`src/rtl/fetch_stage.sv`:
```
//==============================================================================
// Module      : fetch_stage
// Description : IF stage. Owns the PC, addresses instruction memory and loads
//               the IF/ID register under stall/flush/redirect/halt control.
// Revision    : 1.0 - initial release
//==============================================================================
`default_nettype none

module fetch_stage #(
    parameter int                ADDR_W   = 8,
    parameter int                INSTR_W  = 20,
    parameter logic [ADDR_W-1:0] RESET_PC = 8'h00,
    parameter logic [3:0]        HALT_OPC = 4'hF
) (
    input  logic               clk,
    input  logic               rst_n,
    input  logic               stall,
    input  logic               flush,
    input  logic               redirect_valid,
    input  logic [ADDR_W-1:0]  redirect_pc,
    output logic [ADDR_W-1:0]  imem_addr,
    input  logic [INSTR_W-1:0] imem_instr,
    output logic               if_id_valid,
    output logic [ADDR_W-1:0]  if_id_pc,
    output logic [INSTR_W-1:0] if_id_instr,
    output logic               halted
);

    typedef enum logic [1:0] {
        S_IDLE   = 2'd0,
        S_RUN    = 2'd1,
        S_HALTED = 2'd2
    } state_t;

    state_t               r_state;
    logic [ADDR_W-1:0]    r_pc;
    logic                 r_valid;
    logic [ADDR_W-1:0]    r_id_pc;
    logic [INSTR_W-1:0]   r_id_instr;
    logic                 r_halted;

    logic [ADDR_W-1:0]    w_pc_inc;
    logic                 w_is_halt;

    // Modulo increment: the carry out is deliberately dropped.
    assign w_pc_inc  = r_pc + {{(ADDR_W-1){1'b0}}, 1'b1};
    assign w_is_halt = (imem_instr[INSTR_W-1 -: 4] == HALT_OPC);

    always_ff @(posedge clk) begin
        if (!rst_n) begin
            r_state    <= S_IDLE;
            r_pc       <= RESET_PC;
            r_valid    <= 1'b0;
            r_id_pc    <= '0;
            r_id_instr <= '0;
            r_halted   <= 1'b0;
        end else begin
            case (r_state)
                S_IDLE: begin
                    r_state <= S_RUN;
                end

                S_RUN: begin
                    if (redirect_valid) begin
                        r_pc    <= redirect_pc;
                        r_valid <= 1'b0;
                    end else if (flush) begin
                        r_pc    <= w_pc_inc;
                        r_valid <= 1'b0;
                    end else if (!stall) begin
                        r_id_instr <= imem_instr;
                        r_id_pc    <= r_pc;
                        r_valid    <= 1'b1;
                        // The HALT word itself is delivered; the PC parks on it.
                        if (w_is_halt) begin
                            r_state  <= S_HALTED;
                            r_halted <= 1'b1;
                        end else begin
                            r_pc <= w_pc_inc;
                        end
                    end
                end

                S_HALTED: begin
                    r_valid <= 1'b0;
                    if (redirect_valid) begin
                        r_pc     <= redirect_pc;
                        r_state  <= S_RUN;
                        r_halted <= 1'b0;
                    end
                end

                default: begin
                    r_state  <= S_IDLE;
                    r_valid  <= 1'b0;
                    r_halted <= 1'b0;
                end
            endcase
        end
    end

    assign imem_addr   = r_pc;
    assign if_id_valid = r_valid;
    assign if_id_pc    = r_id_pc;
    assign if_id_instr = r_id_instr;
    assign halted      = r_halted;

endmodule

`default_nettype wire

```
`config.mk`:
```
export PLATFORM = sky130hd
export DESIGN_NAME = fetch_stage
export DESIGN_NICKNAME = d
export VERILOG_FILES = /design/src/rtl/fetch_stage.sv
export SDC_FILE = /design/constraint.sdc
export NUM_CORES = 1
export LEC_CHECK = 0
export CORE_UTILIZATION = 37
export CTS_CLUSTER_SIZE = 14
export DETAILED_ROUTE_END_ITERATION = 16
export HOLD_SLACK_MARGIN = 0.05
export PLACE_DENSITY = 0.75
export SYNTH_ARGS = -nofsm -noshare
export SYNTH_HDL_FRONTEND = slang
export SYNTH_SLANG_ARGS = --single-unit
```
`constraint.sdc`:
```
create_clock -name clk -period 5.25 [get_ports clk]
set_clock_uncertainty 0.2 [all_clocks]
set_input_delay 0.525 -clock clk [delete_from_list [all_inputs] [get_ports clk]]
set_output_delay 0.525 -clock clk [all_outputs]
set_load 0.1 [all_outputs]
```
==> impl_metrics.ini <==
[outcome]
status = finished with violations
violations = DRC

[worst_setup_path]
critical_path_required_ns = 4.53
crit_type = register to primary output
cpMaxStageDelayCell = clkdlybuf4s50_1
reg2reg_from = r_state[0]
crit_path_start_kind = register
max_stage_delay_ns = 1.19
critPathMaxFanout = 7
crit_family = buffers and inverters
arrival_ns = 1.94
reg2reg_slack_ns = 2.71
endpoint_kind = primary output
cp_cell_sequence = clkdlybuf4s50_1
r2r_cells = 5
cp.buffers_inverters = 1
worstReg2RegEnd = if_id_pc[1]

[yosys]
synth_nets = 258
synth.avg_cell_area_um2 = 8.08
synth_edf_count = 0
ys_types = 39
yosysWarnings = 0
seq_area_frac_synth_pct = 45.2
ys_seq_elements = 40
synth-main-ff-cell = dfxtp_1
synth_cells = 219
async_flop_share_pct = 0
syn_area_mm2 = 0.00177

[cells_and_area]
syn_to_final_growth_pct = 43.9
post-route-util_pct = 56.9
num-fill-cells = 439
multi_input_area_um2 = 870
nNetsFinal = 323
antenna_cells = 0
regArea_um2 = 801
drive_above_1_share_pct = 6.32

[clock_tree]
cts_tree = built
htree_levels = 2
hold_buffers = 0
numCtsBuffers = 5
clk_pin_slew_ns = 0.07
clock_latency_ns = 0.28
cts_root_buffer = clkbuf_8
clockBufferDepth = 2
ctsResizeCount = 0
clock-sinks = 40
post-cts-setup-buffers = 0

[global_routing]
grt_use_met1_pct = 23.2
first_global_vias = 1534
busiest_layer = met2
antenna_found_initial = 0
grt_max_degree = 37
met3_usage_pct = 4.13
grtUsageMet2_pct = 27.4
grt_usage_pct = 17.4
overflow = 0
grt_first_pass_wirelength_um = 7000

[timing]
min_period_ns = 2.67
final-setup-viol-count = 0
max_freq_ghz = 0.375
finalMaxSlewViolations = 0
worst_pin_slew_ns = 1.04
tns_ns = 0
rsz0062_at_grt = no
hold_violations = 0
relSlewSlack_pct = 30.4
period_share_pct = 50.9

[routing]
drc = 4
wire_per_inst_um = 12.8
drt_iter0_markers = 102
drtAntennaViolNets = 0
wl_um = 4320
dr.pass1.iters = 10
vias_per_cell = 5.15
vias = 1735

[die]
core_area_mm2 = 0.00447
initial_core_util_pct = 39.6
std_cell_rows = 24
dieArea_mm2 = 0.00507
die_w_um = 71.2
die_y_um = 71.2
ios = 71

[pwr]
intPower_mw = 0.571
p_leak_nw = 0.875
ir_worst_vdd_mv = 0.194
power_frac_seq_pct = 36.9
p_sw_mw = 0.439
swShare_pct = 43.5
combPwrFrac_pct = 42.5
power_density_mw_per_mm2 = 396
clockPowerShare_pct = 20.5

[worst_hold_path]
hold_start = if_id_instr[5]
holdPathStages = 2
hold_class = register to register
hold_end = if_id_instr[5]

[run]
drv_cap = 0

[placed_design]
gp_congestion = 0.827
io_buffers = 70
hpwl_um = 3100
routing by layer:
| layer | wire length [um] | up-vias | part of all wire [%] |
|---|---|---|---|
| met1 | 1950 | 805 | 45 |
| met3 | 222 | 2 | 5.1 |
| met4 | 41 | 0 | 0.95 |
| li1 | - | 878 | - |
| met2 | 2110 | 50 | 49 |
| met5 | 0 | - | 0 |
stage by stage:
step | hold WS (ns) | instance area (um2) | setup slack (ns) | total power [mW] | std cells
6_report | 0.253 | 2550 | 2.58 | 1.01 | 337
5_1_grt | 0.276 | 2550 | 2.46 | 1.06 | 337
4_1_cts | 0.256 | 2550 | 2.58 | 1.02 | 337
3_5_place_dp | 0.246 | 2450 | 2.33 | 0.809 | 329
3_3_place_gp | 0.243 | 2450 | 2.35 | 0.803 | 329
2_1_floorplan | 0.282 | 1770 | 3.04 | 0.708 | 219
cells by family (layout without fill, tap and decap cells):
logic type / after synthesis / after routing / synth area share, %
AO/OA/AOI/OAI: 58 / 58 / 21.1
adder cells (fa/ha/maj): 6 / 6 / 4.24
buffers and inverters: 17 / 83 / 5.65
flip-flops: 40 / 40 / 45.2
multiplexers: 1 / 1 / 0.565
AND/OR/NAND/NOR: 97 / 97 / 23.3
worst min-delay path, cell delays in order, from the launching register on:
cell	delay (ns)
dfxtp_1	0.31
nand2_1	0.05
a21oi_1	0.05
area by class of cell:
type | instances | area share [%]
well taps | 52 | 2.55
clock buffers | 6 | 3.24
flip-flops and latches | 40 | 31.4
clock inverters | 2 | 0.393
inverters | 5 | 0.737
multi-input cells | 162 | 34.1
repair buffers | 70 | 27.5
sequential cells by signal, summed over array words and instances, names as in the netlist:
register     flops
if_id_instr     20
if_id_pc         8
r_state          2
imem_addr        8
halted           1
if_id_valid      1
cell usage after synthesis (3+ instances only):
cell type | n | area share (%)
o221a_2 | 3 | 1.9
o32ai_1 | 3 | 1.5
nor2_1 | 10 | 2.1
nor3_1 | 3 | 0.85
dfxtp_1 | 40 | 45
o21ai_0 | 4 | 1.1
ha_1 | 6 | 4.2
inv_1 | 4 | 0.85
a21oi_1 | 35 | 9.9
buf_6 | 4 | 2.5
nand2_1 | 69 | 15
clkbuf_1 | 5 | 1.1
worst max path at each step:
stage                 endpoint  slack (ns)  depth (start not counted)            from
2_1_floorplan     imem_addr[5]        3.04                          4    imem_addr[2]
3_3_place_gp      imem_addr[7]        2.35                          3           rst_n
3_5_place_dp   if_id_instr[11]        2.33                          5  redirect_valid
4_1_cts           imem_addr[4]        2.58                          1    imem_addr[4]
5_1_grt        if_id_instr[10]        2.46                          5  redirect_valid
6_report          imem_addr[4]        2.58                          1    imem_addr[4]
power by group through the flow:
stage	sequential [mW]	combinational, mW	clock (mW)
5_1_grt	0.377	0.454	0.230
6_report	0.373	0.430	0.207
3_5_place_dp	0.379	0.430	0
3_3_place_gp	0.379	0.424	0
4_1_cts	0.372	0.431	0.214
2_1_floorplan	0.548	0.160	0
placed cells by master, fill, tap and decap left out, drive strengths merged, types with 2 or more instances in the layout:
cell	count
clkdlybuf4s50	70
nand2	69
dfxtp	40
a21oi	37
nor2	11
ha	6
clkbuf	6
inv	4
o21ai	4
o221a	3
o32ai	3
nor3	3
clkinv	3
nand2b	2
nand3	2
nor2b	2
a31oi	2
o211ai	2
or2	2
Note: power is estimated with default switching activity, not from simulation.
